===== src/rtl/iob_bus_arbiter2_if.sv =====
// IOb native port bundle shared by the arbiter's requester and memory sides.
//   valid/addr/wdata/wstrb : request, driven by the master side
//   ready                  : request accepted this cycle, driven by the slave side
//   rdata/rvalid           : read response, driven by the slave side
// wstrb all zero marks a read.
interface iob_bus_arbiter2_if #(
  parameter int unsigned ADDR_W = 32,
  parameter int unsigned DATA_W = 32
);
  logic                valid;
  logic [ADDR_W-1:0]   addr;
  logic [DATA_W-1:0]   wdata;
  logic [DATA_W/8-1:0] wstrb;
  logic                ready;
  logic [DATA_W-1:0]   rdata;
  logic                rvalid;

  modport master (output valid, addr, wdata, wstrb, input ready, rdata, rvalid);
  modport slave  (input valid, addr, wdata, wstrb, output ready, rdata, rvalid);
endinterface


===== src/rtl/iob_bus_arbiter2.sv =====
// Two-requester round-robin arbiter in front of one IOb memory port.
// Each read locks the grant until its rvalid returns; a watchdog aborts a
// read whose response never comes and raises a sticky timeout flag.
//   clk_i, arst_n_i (async, active-low), cke_i (state hold when low)
//   s0, s1    : requester ports (slave modport)
//   m         : shared memory port (master modport)
//   timeout_o : sticky, set when a read was aborted by the watchdog
module iob_bus_arbiter2 #(
  parameter int unsigned ADDR_W    = 32,
  parameter int unsigned DATA_W    = 32,
  parameter int unsigned TIMEOUT_W = 8
) (
  input  logic                  clk_i,
  input  logic                  arst_n_i,
  input  logic                  cke_i,
  iob_bus_arbiter2_if.slave     s0,
  iob_bus_arbiter2_if.slave     s1,
  iob_bus_arbiter2_if.master    m,
  output logic                  timeout_o
);

  typedef enum logic {IDLE, WAIT_RD} state_t;

  state_t               state_q, state_d;
  logic                 owner_q, owner_d;
  logic                 last_q, last_d;
  logic [TIMEOUT_W-1:0] wcnt_q, wcnt_d;
  logic                 timeout_d;

  logic                 sel, sel_valid, rsp, abort;
  logic [ADDR_W-1:0]    sel_addr;
  logic [DATA_W-1:0]    sel_wdata;
  logic [DATA_W/8-1:0]  sel_wstrb;

  always_comb begin
    state_d   = state_q;
    owner_d   = owner_q;
    last_d    = last_q;
    wcnt_d    = wcnt_q;
    timeout_d = timeout_o;
    rsp       = 1'b0;
    abort     = 1'b0;

    // Sole valid requester wins; on a tie the one not served last wins.
    sel       = s0.valid ? (s1.valid & ~last_q) : s1.valid;
    sel_valid = s0.valid | s1.valid;
    sel_addr  = sel ? s1.addr  : s0.addr;
    sel_wdata = sel ? s1.wdata : s0.wdata;
    sel_wstrb = sel ? s1.wstrb : s0.wstrb;

    m.valid  = 1'b0;
    m.addr   = '0;
    m.wdata  = '0;
    m.wstrb  = '0;
    s0.ready = 1'b0;
    s1.ready = 1'b0;

    case (state_q)
      IDLE: begin
        if (sel_valid) begin
          m.valid  = 1'b1;
          m.addr   = sel_addr;
          m.wdata  = sel_wdata;
          m.wstrb  = sel_wstrb;
          s0.ready = ~sel & m.ready;
          s1.ready = sel & m.ready;
          if (m.ready) begin
            last_d = sel;
            if (sel_wstrb == '0) begin
              owner_d = sel;
              wcnt_d  = '0;
              state_d = WAIT_RD;
            end
          end
        end
      end
      WAIT_RD: begin
        if (m.rvalid) begin
          rsp     = 1'b1;
          state_d = IDLE;
        end else if (wcnt_q == '1) begin
          rsp       = 1'b1;
          abort     = 1'b1;
          timeout_d = 1'b1;
          state_d   = IDLE;
        end else begin
          wcnt_d = wcnt_q + 1'b1;
        end
      end
    endcase

    // Responses only ever reach the owner; an aborted read returns zero data.
    s0.rvalid = rsp & ~owner_q;
    s1.rvalid = rsp & owner_q;
    s0.rdata  = (~owner_q & ~abort) ? m.rdata : '0;
    s1.rdata  = (owner_q & ~abort) ? m.rdata : '0;

    // Handshake and data outputs read as zero for as long as reset is held.
    if (!arst_n_i) begin
      m.valid   = 1'b0;
      s0.ready  = 1'b0;
      s1.ready  = 1'b0;
      s0.rvalid = 1'b0;
      s1.rvalid = 1'b0;
      s0.rdata  = '0;
      s1.rdata  = '0;
    end
  end

  always_ff @(posedge clk_i or negedge arst_n_i) begin
    if (!arst_n_i) begin
      state_q   <= IDLE;
      owner_q   <= 1'b0;
      last_q    <= 1'b1;
      wcnt_q    <= '0;
      timeout_o <= 1'b0;
    end else if (cke_i) begin
      state_q   <= state_d;
      owner_q   <= owner_d;
      last_q    <= last_d;
      wcnt_q    <= wcnt_d;
      timeout_o <= timeout_d;
    end
  end

endmodule


===== src/flat_wrapper.sv =====
// flat-port wrapper written by rule: the top's interface ports become plain ports
module iob_bus_arbiter2_flat 
#(
  parameter int unsigned ADDR_W    = 32,
  parameter int unsigned DATA_W    = 32,
  parameter int unsigned TIMEOUT_W = 8
)
  (clk_i, arst_n_i, cke_i, timeout_o, s0_valid, s0_addr, s0_wdata, s0_wstrb, s0_ready, s0_rdata, s0_rvalid, s1_valid, s1_addr, s1_wdata, s1_wstrb, s1_ready, s1_rdata, s1_rvalid, m_valid, m_addr, m_wdata, m_wstrb, m_ready, m_rdata, m_rvalid);
  iob_bus_arbiter2_if #(.ADDR_W(ADDR_W), .DATA_W(DATA_W)) s0_i ();
  iob_bus_arbiter2_if #(.ADDR_W(ADDR_W), .DATA_W(DATA_W)) s1_i ();
  iob_bus_arbiter2_if #(.ADDR_W(ADDR_W), .DATA_W(DATA_W)) m_i ();
  input  logic clk_i;
  input  logic arst_n_i;
  input  logic cke_i;
  output logic timeout_o;
  input wire logic [$bits(s0_i.valid)-1:0] s0_valid;
  input wire logic [$bits(s0_i.addr)-1:0] s0_addr;
  input wire logic [$bits(s0_i.wdata)-1:0] s0_wdata;
  input wire logic [$bits(s0_i.wstrb)-1:0] s0_wstrb;
  output wire logic [$bits(s0_i.ready)-1:0] s0_ready;
  output wire logic [$bits(s0_i.rdata)-1:0] s0_rdata;
  output wire logic [$bits(s0_i.rvalid)-1:0] s0_rvalid;
  input wire logic [$bits(s1_i.valid)-1:0] s1_valid;
  input wire logic [$bits(s1_i.addr)-1:0] s1_addr;
  input wire logic [$bits(s1_i.wdata)-1:0] s1_wdata;
  input wire logic [$bits(s1_i.wstrb)-1:0] s1_wstrb;
  output wire logic [$bits(s1_i.ready)-1:0] s1_ready;
  output wire logic [$bits(s1_i.rdata)-1:0] s1_rdata;
  output wire logic [$bits(s1_i.rvalid)-1:0] s1_rvalid;
  output wire logic [$bits(m_i.valid)-1:0] m_valid;
  output wire logic [$bits(m_i.addr)-1:0] m_addr;
  output wire logic [$bits(m_i.wdata)-1:0] m_wdata;
  output wire logic [$bits(m_i.wstrb)-1:0] m_wstrb;
  input wire logic [$bits(m_i.ready)-1:0] m_ready;
  input wire logic [$bits(m_i.rdata)-1:0] m_rdata;
  input wire logic [$bits(m_i.rvalid)-1:0] m_rvalid;
  assign s0_i.valid = s0_valid;
  assign s0_i.addr = s0_addr;
  assign s0_i.wdata = s0_wdata;
  assign s0_i.wstrb = s0_wstrb;
  assign s0_ready = s0_i.ready;
  assign s0_rdata = s0_i.rdata;
  assign s0_rvalid = s0_i.rvalid;
  assign s1_i.valid = s1_valid;
  assign s1_i.addr = s1_addr;
  assign s1_i.wdata = s1_wdata;
  assign s1_i.wstrb = s1_wstrb;
  assign s1_ready = s1_i.ready;
  assign s1_rdata = s1_i.rdata;
  assign s1_rvalid = s1_i.rvalid;
  assign m_valid = m_i.valid;
  assign m_addr = m_i.addr;
  assign m_wdata = m_i.wdata;
  assign m_wstrb = m_i.wstrb;
  assign m_i.ready = m_ready;
  assign m_i.rdata = m_rdata;
  assign m_i.rvalid = m_rvalid;
  iob_bus_arbiter2 #(.ADDR_W(ADDR_W), .DATA_W(DATA_W), .TIMEOUT_W(TIMEOUT_W)) u_core (.clk_i(clk_i), .arst_n_i(arst_n_i), .cke_i(cke_i), .s0(s0_i), .s1(s1_i), .m(m_i), .timeout_o(timeout_o));
endmodule

===== config.mk =====
export PLATFORM = sky130hd
export DESIGN_NAME = iob_bus_arbiter2_flat
export DESIGN_NICKNAME = d
export VERILOG_FILES = /design/src/rtl/iob_bus_arbiter2_if.sv /design/src/rtl/iob_bus_arbiter2.sv /design/src/flat_wrapper.sv
export SDC_FILE = /design/constraint.sdc
export NUM_CORES = 1
export LEC_CHECK = 0
export ABC_AREA = 1
export ABC_CLOCK_PERIOD_IN_PS = 1800
export CELL_PAD_IN_SITES_DETAIL_PLACEMENT = 1
export CELL_PAD_IN_SITES_GLOBAL_PLACEMENT = 1
export CORE_MARGIN = 2
export CORE_UTILIZATION = 13
export DETAILED_ROUTE_END_ITERATION = 16
export HOLD_SLACK_MARGIN = 0.15
export PLACE_DENSITY_LB_ADDON = 0.1
export RECOVER_POWER = 50
export SYNTH_ARGS = -nofsm -noshare
export SYNTH_HDL_FRONTEND = slang
export SYNTH_SLANG_ARGS = --single-unit

===== constraint.sdc =====
create_clock -name clk_i -period 1.8 [get_ports clk_i]
set_clock_uncertainty 0.05 [all_clocks]
set_input_delay 0.36 -clock clk_i [delete_from_list [all_inputs] [get_ports clk_i]]
set_output_delay 0.36 -clock clk_i [all_outputs]
set_load 0.005 [all_outputs]

==> flow_metrics.py <==
metrics = {
    "outcome": {
        "status": "complete, but fails checks",
        "violations": "negative setup slack",
    },
    "timing": {
        "rsz0062_at_grt": "yes",
        "fmaxAchievable_mhz": 440,
        "fin_crit_sh": 1.26,
        "slew_viol_final": 0,
        "max_slew_margin": 0.685,
        "fin_ws_ps": -470,
        "fin_crit_ps": 2270,
        "finalSetupViolations": 146,
        "worst_pin_slew_ps": 472,
        "hold_viol": 0,
    },
    "drt": {
        "routed_wl_um": 21500,
        "vias_per_cell": 4.37,
        "dr_total_vias": 4770,
        "first_pass_iters": 4,
        "drt_iter0_markers": 107,
        "ant_nets": 0,
        "wire_per_inst_um": 19.7,
        "drc": 0,
    },
    "global_routing": {
        "antenna_found_initial": 1,
        "grt.total_usage": 0.210,
        "overflow": 0,
        "grt_max_degree": 33,
        "grt_pass1_vias": 4881,
        "grt_pass1_wl_um": 29400,
    },
    "layout": {
        "fillCellCount": 1993,
        "drive_above_1_share": 0.596,
        "multi_input_area_sq_mm": 0.00282,
        "seq_area_sq_um": 302,
        "areaGrowthSynthToFinish_pct": 254,
        "mostFrequentLayoutCell": "clkdlybuf4s50_1",
        "layout.nets": 1048,
        "final_cell_mix": "172 x clkdlybuf4s50_1, 116 x buf_2, 78 x nor2_1",
        "final_area_sq_mm": 0.00778,
    },
    "synth": {
        "synth_area_leaders": "nor2_1 36%, nor3_1 14%, nand2_1 13%",
        "synthFlopType": "dfrtp_1",
        "ys_ff_latch": 12,
        "async_reset_ff_frac": 1.00,
        "syn_inst": 441,
        "netlist_area_sq_mm": 0.00220,
        "yosysSeqAreaShare": 0.137,
        "synth_top_area_cell": "nor2_1",
        "ys_warn_count": 0,
        "synth_cell_types": 28,
        "synth_edf_count": 0,
        "avgSynthCellArea_sq_um": 4.99,
        "synth_nets": 617,
        "yosysTopAreaCellShare": 0.356,
    },
    "min_path": {
        "min_path_type": "input port to asynchronous set/reset pin",
    },
    "placement": {
        "placed_cell_area_sq_mm": 0.00585,
        "hpwl_um": 14100,
        "place.gp.congestion": 0.842,
        "io_buffers": 312,
        "post-place-ws_ps": -849,
    },
    "power_and_ir_drop": {
        "powerDensity_mw_per_mm2": 778,
        "vdd_ir_drop_max_v": 0.000392,
        "power_leakage_nw": 3.45,
    },
    "worst_setup_path": {
        "crit_path_end_kind": "output port",
        "required_ps": 1390,
        "critical_path_arrival_ps": 1860,
        "critPathLaunchType": "flip-flop",
        "crit_type": "flip-flop to output port",
        "worstPathMaxFanout": 5,
    },
    "cts": {
        "clk_pin_slew_ps": 50,
        "cts_tree": "yes",
        "cts_hold_buffers": 0,
        "cts.sinks": 12,
        "insertion_delay_ps": 250,
        "cts_made_buffers": 3,
        "clk_path_buf_depth": 2,
        "cts-root-buf": "clkbuf_16",
        "htreeDepth": 1,
    },
    "floorplan": {
        "start_util": 0.133,
        "die_x_um": 134,
        "dieArea_sq_mm": 0.0180,
        "rows": 47,
        "io_pins": 313,
        "die_h_um": 134,
        "core_area_sq_mm": 0.0166,
    },
    "flow_run": {
        "drv_cap": 0,
    },
}
## state kept, by name (all words and copies together) (netlist names)
register	flops
u_core.last_q	1
u_core.owner_q	1
u_core.state_q	1
u_core.timeout_o	1
u_core.wcnt_q	8
## critical path: stages, from the launching register on
cell     delay [ps]
dfrtp_1         390
ha_2            200
nand2_2          80
nor2_4           40
nand4_1         180
nand2_2         120
buf_6           150
buf_12          120
buf_12          120
nor2_1           90
buf_2           120
## path summary, 6_finish.rpt
check,startpoint,to,slack [ps],depth (start not counted)
max,u_core.wcnt_q[0],s1_rdata[17],-470,10
min,arst_n_i,u_core.wcnt_q[3],420,3
max reg2reg,u_core.last_q,u_core.wcnt_q[0],-120,14
min reg2reg,u_core.timeout_o,u_core.timeout_o,440,1
max in group asynchronous,arst_n_i,u_core.last_q,880,3
min in group clk_i,u_core.timeout_o,u_core.timeout_o,440,1
## cells by family (layout without fill, tap and decap cells)
kind of cell	count (synthesis)	after routing	share of synthesized area
xor gates and xnor gates	5	5	0.0199
other	0	1	0
and+or+nand+nor	369	371	0.698
adders and majority gates	1	1	0.00568
buffers and inverters	43	471	0.108
AOI/OAI and AO/OA	11	11	0.0313
DFF	12	12	0.137
## area by class of cell
type	count	share of cell area
repair buffers	457	0.545
well taps	220	0.0354
flip-flops and latches	12	0.0387
multi-input cells	388	0.362
diodes	1	0.000321
inverters	10	0.00707
clock buffers	4	0.0114
## stage by stage
step / std cells / total power, mW / TNS, ps / hold slack, ps / util
floorplan: 441 / 1.59 / 0 / 14.4 / -
global placement: 991 / 3.63 / -86770 / 422 / 0.353
detailed placement: 991 / 3.68 / -90670 / 426 / 0.353
CTS: 1070 / 5.20 / -46010 / 165 / 0.415
global route: 1092 / 6.40 / -54530 / 456 / 0.469
finish: 1092 / 6.06 / -44220 / 419 / 0.469
## routing by layer
metal / track usage / vias to the layer above / part of all wire
met5: 0 / - / 0
met4: 0.0573 / 0 / 0.036
met3: 0.0291 / 48 / 0.054
met2: 0.400 / 179 / 0.53
met1: 0.244 / 2292 / 0.38
li1: - / 2251 / -
## cells in the mapped netlist (2+ instances only)
master,number
nor2_1,209
nand2_1,76
nor3_1,60
buf_4,14
dfrtp_1,11
nand3_1,10
buf_2,9
clkbuf_1,9
inv_1,8
a21oi_1,4
nor3_2,4
o21ai_0,4
xor2_1,4
nand2_2,2
nand2_4,2
nand4_1,2
nor2_2,2
## report_power, final
part	switching (mW)	leakage, nW	internal, mW
registers	0.0429	0.157	0.330
clock network	0.137	0.0442	0.337
logic	2.38	3.24	2.83
total	2.56	3.45	3.50
## what timing repair did
| action | 4_1_cts | 5_1_grt |
|---|---|---|
| pin swaps | 65 | 56 |
| endpoints found under the hold margin | 0 | 0 |
| gates cloned | 13 | 3 |
| buffers inserted | 63 | 34 |
| resized for setup | 701 | 288 |
| endpoints found under the setup margin | 147 | 147 |
Note: power is estimated with default switching activity, not from simulation.
